File: src/rtl/gpio_ctrl.sv
// Per-pin padframe controller: serial shadow/active config, input sync,
// rising-edge pending bits with a combined interrupt, and loopback.
module gpio_ctrl #(
    parameter int NUM_IO      = 16,
    parameter int SYNC_STAGES = 2
) (
    input  logic              clk,
    input  logic              reset,
    input  logic              cfg_data_in,
    input  logic              cfg_shift,
    input  logic              cfg_load,
    output logic              cfg_data_out,
    input  logic [NUM_IO-1:0] core_out,
    input  logic [NUM_IO-1:0] core_oeb,
    output logic [NUM_IO-1:0] core_in,
    input  logic [NUM_IO-1:0] pad_in,
    output logic [NUM_IO-1:0] pad_out,
    output logic [NUM_IO-1:0] pad_oeb,
    input  logic [NUM_IO-1:0] irq_clear,
    output logic              irq
);

    localparam int CW = 3 * NUM_IO;

    localparam logic [1:0] M_IN   = 2'b01;
    localparam logic [1:0] M_OUT  = 2'b10;
    localparam logic [1:0] M_LOOP = 2'b11;

    logic [CW-1:0] r_shadow;
    logic [CW-1:0] r_active;

    logic [SYNC_STAGES-1:0][NUM_IO-1:0] r_sync;

    logic [NUM_IO-1:0] r_prev;
    logic [NUM_IO-1:0] r_loop;
    logic [NUM_IO-1:0] r_pend;

    logic [NUM_IO-1:0] w_sync;
    logic [NUM_IO-1:0] w_irq_en;
    logic [NUM_IO-1:0] w_in_mode;
    logic [NUM_IO-1:0] w_set;

    always_comb begin
        w_sync    = r_sync[SYNC_STAGES-1];
        pad_out   = '0;
        pad_oeb   = '1;
        core_in   = '0;
        w_irq_en  = '0;
        w_in_mode = '0;
        for (int i = 0; i < NUM_IO; i++) begin
            w_irq_en[i] = r_active[3*i+2];
            case (r_active[3*i +: 2])
                M_IN: begin
                    core_in[i]   = w_sync[i];
                    w_in_mode[i] = 1'b1;
                end
                M_OUT: begin
                    pad_out[i] = core_out[i];
                    pad_oeb[i] = core_oeb[i];
                    core_in[i] = w_sync[i];
                end
                M_LOOP: core_in[i] = r_loop[i];
                default: ;
            endcase
        end
    end

    // Only input-mode pins with irq_en may raise a pending bit
    assign w_set = w_sync & ~r_prev & w_in_mode & w_irq_en;

    assign irq          = |(r_pend & w_irq_en);
    assign cfg_data_out = r_shadow[CW-1];

    always_ff @(posedge clk) begin
        if (reset) begin
            r_shadow <= '0;
            r_active <= '0;
            r_sync   <= '0;
            r_prev   <= '0;
            r_loop   <= '0;
            r_pend   <= '0;
        end else begin
            if (cfg_shift)
                r_shadow <= {r_shadow[CW-2:0], cfg_data_in};
            if (cfg_load)
                r_active <= r_shadow;
            r_sync[0] <= pad_in;
            for (int s = 1; s < SYNC_STAGES; s++)
                r_sync[s] <= r_sync[s-1];
            r_prev <= w_sync;
            r_loop <= core_out;
            r_pend <= (r_pend & ~irq_clear) | w_set;
        end
    end

endmodule
File: config.mk
export PLATFORM = sky130hd
export DESIGN_NAME = gpio_ctrl
export DESIGN_NICKNAME = d
export VERILOG_FILES = /design/src/rtl/gpio_ctrl.sv
export SDC_FILE = /design/constraint.sdc
export NUM_CORES = 1
export LEC_CHECK = 0
export ABC_CLOCK_PERIOD_IN_PS = 1900
export CAP_MARGIN = 10
export CELL_PAD_IN_SITES_DETAIL_PLACEMENT = 2
export CELL_PAD_IN_SITES_GLOBAL_PLACEMENT = 2
export CORE_MARGIN = 10
export CORE_UTILIZATION = 34
export CTS_CLUSTER_SIZE = 12
export DETAILED_ROUTE_END_ITERATION = 12
export PLACE_DENSITY = 0.77
export SYNTH_ARGS = -nofsm -noshare
export SYNTH_HDL_FRONTEND = slang
export SYNTH_SLANG_ARGS = --single-unit
export TNS_END_PERCENT = 10
File: constraint.sdc
create_clock -name clk -period 1.9 [get_ports clk]
set_clock_uncertainty 0.2 [all_clocks]
set_input_delay 0.57 -clock clk [delete_from_list [all_inputs] [get_ports clk]]
set_output_delay 0.57 -clock clk [all_outputs]
set_load 0.02 [all_outputs]
Yosys cells after proc, flatten, opt, wreduce, memory -nomap -nowiden. Cells that the tools add are included.

Output and inout bits: 50. Flip-flop bits (word level): 176. Logic and storage cells: 144.

Muxes and demuxes: 64. Eq/ne operators: 48. Bitwise logic cells: 8. Reductions and logical operators: 17.

Operators by type and width (number): AND 16 bit (5); equality test 2 bit, second input constant (32); 2-to-1 mux 1 bit (48); equality test 2 x 1 -> 1 bit, second input constant (16); inverter 16 bit (2); one-hot mux 1 bit (2 select lines) (16); OR reduction 2 bit (16); OR 16 bit (1); OR reduction 16 bit (1).

Depth between registers and ports, before layout. Gate-level depths: netlist of the first run.

Depth after elaboration: 5. Depth in mapped cells: 5. Gate-level depth less buffers: 4.

Worst setup path after synthesis of the first run. No wires, ideal clock.

Path type: register -> output. From: reg r_active[36]. To: out core_in[12]. Stages on the path, launching flop included: 5. Arrival: 1038 ps. Slack: 92 ps. Cells stage by stage: dfxtp_1 > inv_1 > ha_1 > a22oi_1 > nor2_1.

Word-level cells in the longest chain between the ends: 3.

RTL lines: start, declared (RTL line 30) `logic [CW-1:0] r_active;`; start signal, assigned (RTL line 86) `r_active <= r_shadow;`; equality test 2 x 1 -> 1 bit or equality test 2 bit (tied branches) (RTL line 52) `case (r_active[3*i +: 2])`; OR reduction 2 bit (no line); one-hot mux 1 bit (2 select lines) (*) (RTL line 52); end, declared (RTL line 15) `output logic [NUM_IO-1:0] core_in,`.

Mark *: on every way between the ends. The rest lies on a longest branch, timed or not.

Final worst setup path of the first run.
From: reg r_active[26]. To: out irq.

Word-level cells in the longest chain between the ends: 2.

RTL lines: AND 16 bit (RTL line 71) `assign irq = |(r_pend & w_irq_en);`; OR reduction 16 bit (RTL line 71); end, declared (RTL line 20) `output logic irq`.

No other way between the ends.

==> results of run 1 <==
-- cells by family after synthesis --
kind of cell             after synthesis
AO/OA/AOI/OAI                         40
adder cells (fa/ha/maj)               64
buffers and inverters                 63
flip-flops                           176
multiplexers                          96
AND/OR/NAND/NOR                      241
-- layer usage --
metal,global-route usage,up-vias,wire [µm]
met5,0,-,0
li1,-,2659,-
met1,0.179,2696,9150
met3,0.0382,21,819
met2,0.326,76,12800
met4,0.0475,0,277
-- report_power, final --
| group | internal (W) | total [W] | switching (W) |
|---|---|---|---|
| Clock | 0.00185 | 0.00338 | 0.00153 |
| Combinational | 0.000270 | 0.000457 | 0.000187 |
| Sequential | 0.00375 | 0.00378 | 0.0000295 |
-- worst paths after layout --
path	startpoint	end	slack (ns)	depth (start not counted)
setup / recovery	r_active[26]	irq	-0.57	4
hold / removal	r_sync[12]	w_sync[12]	0.24	1
setup reg to reg	r_active[7]	r_pend[2]	0.51	6
hold reg to reg	r_sync[12]	w_sync[12]	0.24	1
-- synth_stat cells --
| cell | number |
|---|---|
| a21oi_1 | 16 |
| a221oi_1 | 4 |
| a22o_1 | 4 |
| a22oi_1 | 16 |
| and2_1 | 16 |
| buf_12 | 6 |
| buf_2 | 16 |
| buf_4 | 4 |
| buf_6 | 2 |
| clkbuf_1 | 3 |
| dfxtp_1 | 176 |
| ha_1 | 64 |
| inv_1 | 32 |
| mux2i_1 | 96 |
| nand2b_1 | 32 |
| nand4_1 | 1 |
| nand4b_1 | 16 |
| nor2_1 | 112 |
| nor2b_1 | 64 |
-- sequential cells by signal, indices dropped and copies added, names as in the netlist --
register,count
w_sync,16
r_prev,16
r_sync,16
r_shadow,48
r_loop,16
r_active,48
r_pend,16
-- final cells by class --
type / count / area, µm²
fill: 2110 / 10300
multi-input combinational: 441 / 3900
sequential: 176 / 3560
timing repair buffer: 230 / 2180
clock buffer: 20 / 447
tap: 275 / 344
inverter: 32 / 120
clock inverter: 11 / 111
-- per-stage QoR --
step / utilization / std cells / area, µm²
2_1_floorplan: - / 680 / 7210
3_3_place_gp: 0.448 / 1151 / 9390
3_5_place_dp: 0.448 / 1151 / 9390
4_1_cts: 0.493 / 1184 / 10300
5_1_grt: 0.509 / 1185 / 10700
6_report: 0.509 / 1185 / 10700
-- critical path, cell delays in order (launching register included) --
cell and delay [ns]:
dfxtp_2 0.33, a22o_1 0.27, a221oi_4 0.27, nand4_1 0.21, buf_6 0.19
-- what timing repair did --
action | CTS | global route
setup buffers | 3 | 1
pin swaps | 28 | 14
gates resized for setup | 369 | 75
endpoints found under the setup margin | 50 | 50
==> flow_results.org, run 1 <==
** Die
- Floorplan die width :: 166 µm
- Die Footprint :: 27,400 µm²
- In this run the standard cell core region covers 21,000 µm².
- Initial Utilization :: 0.344
- From bottom edge to top edge, the die measures 166 µm.
- Number of placed I/O pins :: 119
- Row generation in the floorplan step produced 53 rows.

** Layout
- Compared with the post-synthesis result, the final layout area differs by 48.0%.
- Leaving out fill and tap cells, the most frequent cells in the layout are dfxtp_1 (143), nor2_1 (110), mux2i_1 (96).
- Share of layout cells above drive strength 1 :: 0.357
- Number of antenna diodes :: 0
- Most common library cell in the layout ignoring fill and taps :: dfxtp_1
- The final layout contains 1,031 nets.

** Synth
- Summing every instance area after synthesis gives 7210 µm².
- Yosys mapped the design onto 19 distinct sky130hd cell types.
- Number of synthesis warnings :: 0
- After synthesis, the largest family of logic cells by area is simple AND/OR/NAND/NOR gates.
- Share of the synthesized area in compound gates (AO/OA/AOI/OAI) :: 0.0375
- Of the total synthesized cell area, the portion taken by full adders, half adders and majority gates is 0.111.
- The average instance in the mapped netlist occupies 10.6 µm².
- In the post-synthesis netlist, the biggest area contributors are dfxtp_1 (49%), mux2i_1 (13%), ha_1 (11%).
- Fraction of post-synthesis cell area in the top cell type by area :: 0.489
- Of the total synthesized cell area, the portion taken by XOR and XNOR cells is 0.
- Of all cell types, the one taking the most synthesized area is dfxtp_1.
- Of the total synthesized cell area, the portion taken by AND, OR, NAND and NOR gates is 0.176.
- Synthesized netlist net count :: 813
- Multiplexer share of the synthesized area :: 0.133
- Number of storage elements in the synthesis netlist :: 176
- The share of the Yosys chip area taken by registers is 0.489.
- The cell count after synthesis came out at 680.

** STA
- Count of final max-slew check failures :: 0
- For the final routed database, the setup TNS stands at -11.92 ns.
- Once routing completed, OpenROAD measured the worst setup slack at -0.566 ns.
- Time the final worst path needs with I/O delays and setup :: 2.47 ns
- For the pin with the worst max-slew slack, the measured transition is 0.370 ns.
- Across all hold checks on the routed design, the worst slack comes to 0.240 ns.
- The worst pin sits at a relative slew slack of 0.753.
- Setup repair after global routing could not meet its margin everywhere.
- In the finished design, the share of the clock period the worst path needs comes to 1.30.
- The hold violation count in the final report came to 0.
- Setup violations remaining at the end of the flow were counted as 49.
- Max Clk Rate :: 0.406 GHz

** CTS
- In this run the number of H-tree levels came out at 4.
- Maximum clock path buffer count :: 2
- The tree built by TritonCTS fans out to 176 sinks.
- In this run, post-CTS hold repair placed 0 buffers.
- After clock tree synthesis, the clock-pin slew on the worst setup and hold paths is 0.07 ns.
- For the worst-skew pair, the clock arrives at the later sink with an insertion delay of 0.43 ns.
- TritonCTS built the clock tree.
- Number of buffers created by CTS :: 17
- Clock root buffer :: clkbuf_16

** Routing
- Post-DRT Antenna Nets :: 0
- Total wire length after detailed routing :: 23.0 mm
- For this run, design rule violations remaining after detail routing come to 0.
- Dividing the detail-routed wire length by the instance count gives 19.4 µm.
- In this run, the number of DRC markers left after iteration 0 of detailed routing was 117.
- The final route contains 5,452 vias.
- The first detailed-routing pass ran for 4 iterations.
- Detailed-route vias per instance :: 4.60

** Run status
- The checks that failed: negative setup slack.
- The run finished, with violations left.

** Min path
- The min-delay analysis places its worst path in the category reg -> reg.

** Setup path
- The critical path is of the reg -> out type.
- At the worst endpoint, the arrival time is 1.70 ns.
- Worst setup SP type :: register
- The worst setup path is captured at an output pin.
- For the worst setup path, the data required time is 1.13 ns.
- Maximum fanout encountered on the critical timing path :: 2

** Placement
- During placement, the flow inserted port buffers numbering 118.
- Final weighted congestion in routability-driven placement :: 0.751
- Prior to clock tree synthesis, the placed netlist has a worst setup slack of -0.685 ns.
- After legalization and detailed placement, the total HPWL measured 15.8 mm.

** Pwr
- Standby leakage power :: 4.50 nW
- IR analysis of the VDD net gives a maximum drop of 0.000532 V.
- Power comes to 0.00761 W.
- Power spread over the standard cell area amounts to 714 nW/µm².

** Run
- Max-cap violations in this run came to 0.

** GRT
- Tot GR Track Use :: 0.169
- The initial antenna violation count was 0.
- Total global routing overflow :: 0
- Number of global-route vias before repair :: 6,518
- The first global-routing pass estimated 36.2 mm of wire.
- Entering global routing, the biggest net connects 39 pins.
(Power assumes the default switching activity.)
==> inputs of run 2 (changes only) <==
--- a/config.mk
+++ b/config.mk
@@ -14,6 +14,7 @@
 export CTS_CLUSTER_SIZE = 12
 export DETAILED_ROUTE_END_ITERATION = 12
 export PLACE_DENSITY = 0.77
+export RECOVER_POWER = 100
 export SYNTH_ARGS = -nofsm -noshare
 export SYNTH_HDL_FRONTEND = slang
 export SYNTH_SLANG_ARGS = --single-unit
==> run 2 against run 1 <==
Effect of this change: the flow still finishes with violations (negative setup slack); final cell count is the same; register-to-register slack lost 0.02 ns; design area shrank 0.93%; via count is essentially flat; sequential share of layout area grew 0.30 points; core utilization shrank 0.47 points; worst setup slack gained 0.0097 ns; flip-flop and latch count is the same.
==> flow_results.org, run 2 (synthesis gave the netlist of run 1 again) <==
** Setup path
- On the critical path the largest part of the delay comes from compound AO/OA/AOI/OAI gates.
- Data required time of the critical path :: 1.13 ns (about the same)
- R2R Path End :: r_pend[2]
- The worst setup path is captured at an output pin.
- The critical path is of the reg -> out type.
- The startpoint identified for the worst register-to-register timing path is r_active[7].
- Worst setup SP type :: register
- The buffering stage count on the worst path with inverters included was 1 (unchanged).
- Depth of the most critical reg-to-reg path :: 6 (unchanged)
- Register-to-Register Setup Slack :: 0.49 ns (-0.02 ns)
- Walking the worst path, the cells encountered are a22o_1 > a221oi_4 > nand4_1 > buf_6.
- Maximum fanout encountered on the critical timing path :: 2 (unchanged)
- Critical path arrival :: 1.69 ns (about the same)
- Critical-path cell with the highest stage delay :: dfxtp_2
- The peak per-stage delay on the critical path came to 0.33 ns (about the same).

** GRT
- Number of global-route vias before repair :: 6,518 (unchanged)
- Largest net degree at the start of global routing :: 39 (unchanged)
- Antenna violations before repair :: 0 (unchanged)
- First-pass GRT wire length :: 36.2 mm (unchanged)
- The total congestion overflow after global routing came to 0 (unchanged).
- Tot GR Track Use :: 0.169 (unchanged)

** Run
- Number of max-cap violations :: 0 (unchanged)

** STA
- The aggregate negative setup slack came to -11.90 ns (+0.0213 ns).
- The number of slew-limit violations in the final report is 0 (unchanged).
- The slew at the pin closest to its max-slew limit came to 0.777 ns (+0.407 ns).
- Setup repair after global routing could not meet its margin everywhere.
- Fin crit share :: 1.29 (-0.00508)
- Max Clk Rate :: 0.407 GHz (+0.39%)
- The number of setup violations in the final report was 49 (unchanged).
- Count of final hold-check violations :: 0 (unchanged)
- The headroom to the max-slew limit was 0.482 (-0.271).
- The final worst-path setup slack is -0.556 ns (+0.00966 ns).
- Time the final worst path needs with I/O delays and setup :: 2.46 ns (-0.00966 ns)

** Pwr
- Power density cells :: 718 nW/µm² (+0.55%)
- Total power draw :: 0.00759 W (-0.38%)
- The leakage power of the design was 4.46 nW (-0.95%).
- The reported net switching power came to 0.00174 W (-0.41%).
- The proportion of total power due to net switching was 0.229 (about the same).
- The highest ir drop seen on vdd came to 0.000530 V (-0.36%).
- The clock network power share is 0.445 (about the same).
- Sequential power share :: 0.498 (+0.002)
- The fraction of power consumed by combinational cells came to 0.057 (-0.003).
- The internal power contribution came to 0.00585 W (-0.37%).

** Min path
- In this run the worst hold path is classified as reg -> reg.
- Hold path cells :: 1 (unchanged)
- Worst Hold Path EP :: w_sync[12]
- Critical hold path startpoint :: r_sync[12]

** Layout
- Number of antenna diodes :: 0 (unchanged)
- Leaving out fill and tap cells, the most frequent cell in the layout is dfxtp_1.
- The final cell utilization of the core came to 0.504 (-0.00472).
- The largest registers in the layout are r_active x48, r_shadow x48.
- The ratio of cells with drive above 1 in the final layout is 0.353 (-0.00440).
- Leaving out fill and tap cells, the most frequent cells in the layout are dfxtp_1 (144), nor2_1 (110), mux2i_1 (96).
- Compared with the post-synthesis result, the final layout area differs by 46.6%.
- The number of nets in the layout was 1,031 (unchanged).

** CTS
- Clock root buffer :: clkbuf_16
- The number of clock buffers inserted by TritonCTS is 17 (unchanged).
- Count of clock tree sinks :: 176 (unchanged)
- The clock-pin transition on the worst setup and hold timing paths came to 0.07 ns (about the same).
- Total of hold buffers inserted after clock tree synthesis :: 0 (unchanged)
- The level count of the clock H-tree was 4 (unchanged).
- Worst skew pair latency :: 0.43 ns (about the same)
- Maximum clock path buffer count :: 2 (unchanged)
- Clock tree from TritonCTS :: done

** Placement
- The final estimated routing congestion in global placement was 0.751 (unchanged).
- Total of buffers placed on input and output ports :: 118 (unchanged)
- Post-detailed-placement half-perimeter wirelength :: 15.8 mm (unchanged)

** Routing
- The total iterations of the first detailed-routing run is 4 (unchanged).
- The vias after detailed routing was 5,453 (+0.018%).
- The number of DRC markers after the initial detailed-route iteration is 134 (+15%).
- The routed wire length is 23.0 mm (about the same).
- Detailed-route DRC error count :: 0 (unchanged)
- Detailed-route vias per instance :: 4.60 (about the same)
- Post-DR wirelength/cell :: 19.4 µm (about the same)
- The remaining antenna violation count after routing was 0 (unchanged).

** Die
- The width of the chip is 166 µm (unchanged).
- Number of placed I/O pins :: 119 (unchanged)
- Initial Utilization :: 0.344 (unchanged)
- Die Height :: 166 µm (unchanged)
- Die Footprint :: 27,400 µm² (unchanged)
- The core area came to 21,000 µm² (unchanged).
- The number of cell rows was 53 (unchanged).

** Run status
- Status :: finished, violations left
- Violated checks :: negative setup slack
-- run 2: layout make-up --
class | count | area [µm²]
clock inverters | 11 | 111
repair buffers | 230 | 2080
multi-input cells | 441 | 3900
fillers | 2122 | 10400
flip-flops and latches | 176 | 3560
well taps | 275 | 344
clock buffers | 20 | 447
inverters | 32 | 120
-- run 2: stage by stage --
step / cell area, µm² / instances / worst slack, ns / hold WS [ns]
2_1_floorplan: 7210 / 680 / 0.0925 / 0.214
3_3_place_gp: 9390 / 1151 / -0.631 / 0.221
3_5_place_dp: 9390 / 1151 / -0.685 / 0.232
4_1_cts: 10300 / 1184 / -0.517 / 0.246
5_1_grt: 10600 / 1185 / -0.611 / 0.262
6_report: 10600 / 1185 / -0.556 / 0.240
-- run 2: worst reg2reg max path, delay by kind of cell, from the launching register on --
kind	cells	cell delay [ns]
AND/OR/NAND/NOR	1	0.14
AO/OA/AOI/OAI	1	0.08
flip-flops	1	0.35
buffers and inverters	3	0.30
adder cells (fa/ha/maj)	1	0.20
-- run 2: power groups by stage --
| stage | registers (W) | logic, W | clock network (W) |
|---|---|---|---|
| 5_1_grt | 0.00378 | 0.000465 | 0.00364 |
| 6_report | 0.00378 | 0.000431 | 0.00337 |
| 3_5_place_dp | 0.00386 | 0.000443 | 0 |
| 2_1_floorplan | 0.00385 | 0.000225 | 0 |
| 3_3_place_gp | 0.00386 | 0.000425 | 0 |
| 4_1_cts | 0.00378 | 0.000456 | 0.00347 |
-- run 2: layer usage --
metal  wire, µm  GRT usage  vias to the layer above
met1       9090      0.179                     2695
li1           -          -                     2657
met2      12800      0.326                       80
met5          0          0                        -
met3        830     0.0382                       21
met4        277     0.0475                        0
-- run 2: how the worst max path moves through the flow --
stage            startpoint           to  cells past startpoint
2_1_floorplan  r_active[36]  core_in[12]                      4
3_3_place_gp    core_out[4]   pad_out[4]                      3
3_5_place_dp   core_out[14]  pad_out[14]                      3
4_1_cts        r_active[26]          irq                      4
5_1_grt        r_active[26]          irq                      4
6_report       r_active[26]          irq                      4
-- run 2: timing repair --
item                                    4_1_cts  5_1_grt
setup buffers                                 3        1
pin swaps                                    28       14
resized for setup                           369       75
cloned                                        0        0
endpoints found under the setup margin       50       50
==> inputs of run 3 (changes only) <==
--- a/config.mk
+++ b/config.mk
@@ -9,12 +9,13 @@
 export CAP_MARGIN = 10
 export CELL_PAD_IN_SITES_DETAIL_PLACEMENT = 2
 export CELL_PAD_IN_SITES_GLOBAL_PLACEMENT = 2
+export CORE_ASPECT_RATIO = 0.7
 export CORE_MARGIN = 10
 export CORE_UTILIZATION = 34
 export CTS_CLUSTER_SIZE = 12
 export DETAILED_ROUTE_END_ITERATION = 12
 export PLACE_DENSITY = 0.77
-export RECOVER_POWER = 100
+export RECOVER_POWER = 50
 export SYNTH_ARGS = -nofsm -noshare
 export SYNTH_HDL_FRONTEND = slang
 export SYNTH_SLANG_ARGS = --single-unit
==> run 3 against run 2 <==
Effect of this change: the run still ends with negative setup slack left; hold slack improved by 0.00076 ns; clock-buffer cell count fell by 1; via count rose by 1.8%; core utilization rose by 0.52 points; non-clock buffer count fell by 1; final cell count did not move; critical path depth rose by 1; first-iteration DRC count rose by 54%; design area rose by 0.33%; combinational power barely moved.
==> flow_results.org, run 3 (synthesis gave the netlist of run 1 again) <==
** Min path
- The cell depth of the worst hold path was 1 (unchanged).
- Critical hold path startpoint :: r_sync[13]
- The path class of the tightest hold or removal check is reg -> reg.
- For hold timing, the worst endpoint is w_sync[13].

** CTS
- The level count of the clock H-tree was 4 (unchanged).
- Register clock-pin slew on the reported worst setup and hold paths :: 0.07 ns (about the same)
- Number of buffers created by CTS :: 17 (unchanged)
- Maximum clock path buffer count :: 2 (unchanged)
- Worst skew pair latency :: 0.43 ns (about the same)
- Clock tree from TritonCTS :: done
- Count of clock tree sinks :: 176 (unchanged)
- Clock root buffer :: clkbuf_16
- The cts-stage hold buffer count is 0 (unchanged).

** Placement
- The HPWL reported at the end of detailed placement is 15.5 mm (-1.9%).
- Total of buffers placed on input and output ports :: 118 (unchanged)
- The placed cell area came to 9340 µm² (-0.57%).
- Final weighted congestion in routability-driven placement :: 0.764 (+1.7%)

** GRT
- Fraction of met3 tracks used by global routing :: 0.0421 (+0.00396)
- met2 is the most crowded layer.
- First-pass GRT wire length :: 37.5 mm (+3.4%)
- Largest net degree at the start of global routing :: 63 (+62%)
- Met1 Use GR :: 0.187 (+0.00836)
- Antenna violations before repair :: 0 (unchanged)
- Number of global-route vias before repair :: 6,529 (+0.17%)
- Total global routing overflow :: 0 (unchanged)
- The overall fraction of global-route tracks in use was 0.171 (+0.00127).
- Met2 capacity usage during global routing :: 0.322 (-0.00383)

** Die
- Number of placed I/O pins :: 119 (unchanged)
- Die Footprint :: 27,500 µm² (+0.34%)
- Floorplan die width :: 194 µm (+17%)
- The height of the die came to 142 µm (-14%).
- The starting density of the core came to 0.346 (+0.00240).
- Row count :: 44 (-17%)
- Area of the core :: 20,800 µm² (-0.69%)

** Layout
- In the final layout, the registers with the most flip-flops are r_active x48, r_shadow x48.
- Share of layout cells above drive strength 1 :: 0.349 (-0.00401)
- The final instance area was 10,600 µm² (+0.33%).
- Most common library cell in the layout ignoring fill and taps :: dfxtp_1
- Final net count :: 1,030 (-0.097%)
- The area taken by flip-flops and latches was 3570 µm² (+0.18%).
- Area growth from synthesis to layout :: 47.1%
- The multi-input combinational cell area was 3850 µm² (-1.2%).
- Number of antenna diodes :: 0 (unchanged)
- Top library cells by usage in the layout, fill and taps aside :: dfxtp_1 (143), nor2_1 (108), mux2i_1 (96)
- The number of filler cells placed in the layout is 2,075 (-2.2%).

** Setup path
- Top Family by Delay on Critical Path :: compound AO/OA/AOI/OAI gates
- Critical Path Sink Type :: output pin
- The worst-path maximum fanout was 2 (unchanged).
- Critical path arrival :: 1.62 ns (-0.07 ns)
- Buffer and inverter count on the worst path :: 2 (+1)
- Source of the worst register-to-register timing path :: r_active[37]
- Data required time of the critical path :: 1.13 ns (about the same)
- Register-to-Register Setup Slack :: 0.44 ns (-0.05 ns)
- The logic depth of the worst register-to-register path was 7 (+1).
- The peak per-stage delay on the critical path is 0.34 ns (about the same).
- STA classifies the critical path startpoint as a register.
- The critical path is of the reg -> out type.
- Critical-path cell with the highest stage delay :: dfxtp_2
- Series of cell instances along the critical path :: a22o_1 > a221oi_2 > buf_4 > nand4_1 > buf_6
- R2R Path End :: r_pend[12]

** STA
- Time the final worst path needs with I/O delays and setup :: 2.39 ns (-0.0647 ns)
- Finish-stage setup viols :: 49 (unchanged)
- Fin crit share :: 1.26 (-0.0341)
- Worst Max-Slew Pin Slew :: 0.938 ns (+0.161 ns)
- Max Clk Rate :: 0.418 GHz (+2.7%)
- Worst slew slack as a fraction of its limit :: 0.375 (-0.107)
- The final worst-path setup slack is -0.491 ns (+0.0647 ns).
- The minimum hold slack came to 0.241 ns (+0.000756 ns).
- Count of final max-slew check failures :: 0 (unchanged)
- The hold violation count in the final report came to 0 (unchanged).
- Setup repair after global routing could not meet its margin everywhere.

** Routing
- The routed wire length is 24.1 mm (+4.8%).
- The post-detailed-route wirelength per cell was 20.3 µm (+4.8%).
- DR pass1 iterations :: 4 (unchanged)
- The detailed-route DRC error count was 0 (unchanged).
- Detailed-route vias per instance :: 4.68 (+1.8%)
- Number of DRC markers after the initial detailed-route iteration :: 206 (+54%)
- The remaining antenna violation count after routing is 0 (unchanged).
- The vias after detailed routing came to 5,551 (+1.8%).

** Pwr
- The reported net switching power came to 0.00174 W (about the same).
- The highest ir drop seen on vdd came to 0.000508 V (-4.2%).
- The power per cell area came to 749 nW/µm² (+4.4%).
- Pint :: 0.00621 W (+6.2%)
- The clock network power share is 0.470 (+0.025).
- Fraction of power spent switching nets :: 0.219 (-0.0105)
- The fraction of power consumed by combinational cells came to 0.054 (-0.003).
- Total power draw :: 0.00795 W (+4.8%)
- The leakage power of the design is 4.51 nW (+1.1%).
- The relative contribution of sequential cells to total power is 0.476 (-0.022).

** Run
- Number of max-cap violations :: 0 (unchanged)

** Run status
- The final reports fail on negative setup slack.
- Status :: finished, violations left
run 3: changes by cell type in the layout (fill, tap and decap cells not counted), moves of 3 or more:
cell,change
inv_2,-5
inv_1,+3
ha_1,+3
bufinv_16,+3
clkdlybuf4s50_1,-4
buf_2,+7
clkinv_4,-5
clkbuf_2,-3
run 3: routing by layer:
metal / wire length (µm) / part of all wire
met5: 0 / 0
met4: 398 / 0.017
met3: 724 / 0.030
met2: 12900 / 0.54
met1: 10000 / 0.42
run 3: layout make-up:
type	instances	area share
flip-flops and latches	176	0.337
repair buffers	229	0.197
clock inverters	12	0.0172
well taps	276	0.0326
clock buffers	19	0.0408
multi-input cells	441	0.364
inverters	32	0.0118
run 3: metrics by stage:
step	setup TNS [ns]	util	setup WS (ns)	cells
CTS	-13.37	0.497	-0.567	1180
floorplan	0	-	0.0925	680
global placement	-24.46	0.449	-0.737	1147
detailed placement	-26.36	0.449	-0.745	1147
finish	-11.94	0.510	-0.491	1185
global route	-17.08	0.510	-0.608	1185
run 3: power by group through the flow:
stage | Sequential [W] | Combinational [W] | Clock [W]
2_1_floorplan | 0.00385 | 0.000225 | 0
3_3_place_gp | 0.00386 | 0.000415 | 0
6_report | 0.00378 | 0.000433 | 0.00373
5_1_grt | 0.00378 | 0.000463 | 0.00401
4_1_cts | 0.00378 | 0.000436 | 0.00383
3_5_place_dp | 0.00386 | 0.000425 | 0
run 3: repair_timing:
| action | 4_1_cts | 5_1_grt |
|---|---|---|
| pin swaps | 30 | 11 |
| setup endpoints to repair | 49 | 49 |
| buffers inserted | 4 | 5 |
| resized for setup | 363 | 66 |
run 3: worst max path at each step:
stage,to,depth (start not counted),from
final,irq,5,r_active[2]
after global routing,irq,5,r_active[2]
after CTS,irq,5,r_active[2]
after detailed placement,pad_out[15],3,core_out[15]
after global placement,pad_out[15],3,core_out[15]
after floorplan,core_in[12],4,r_active[36]
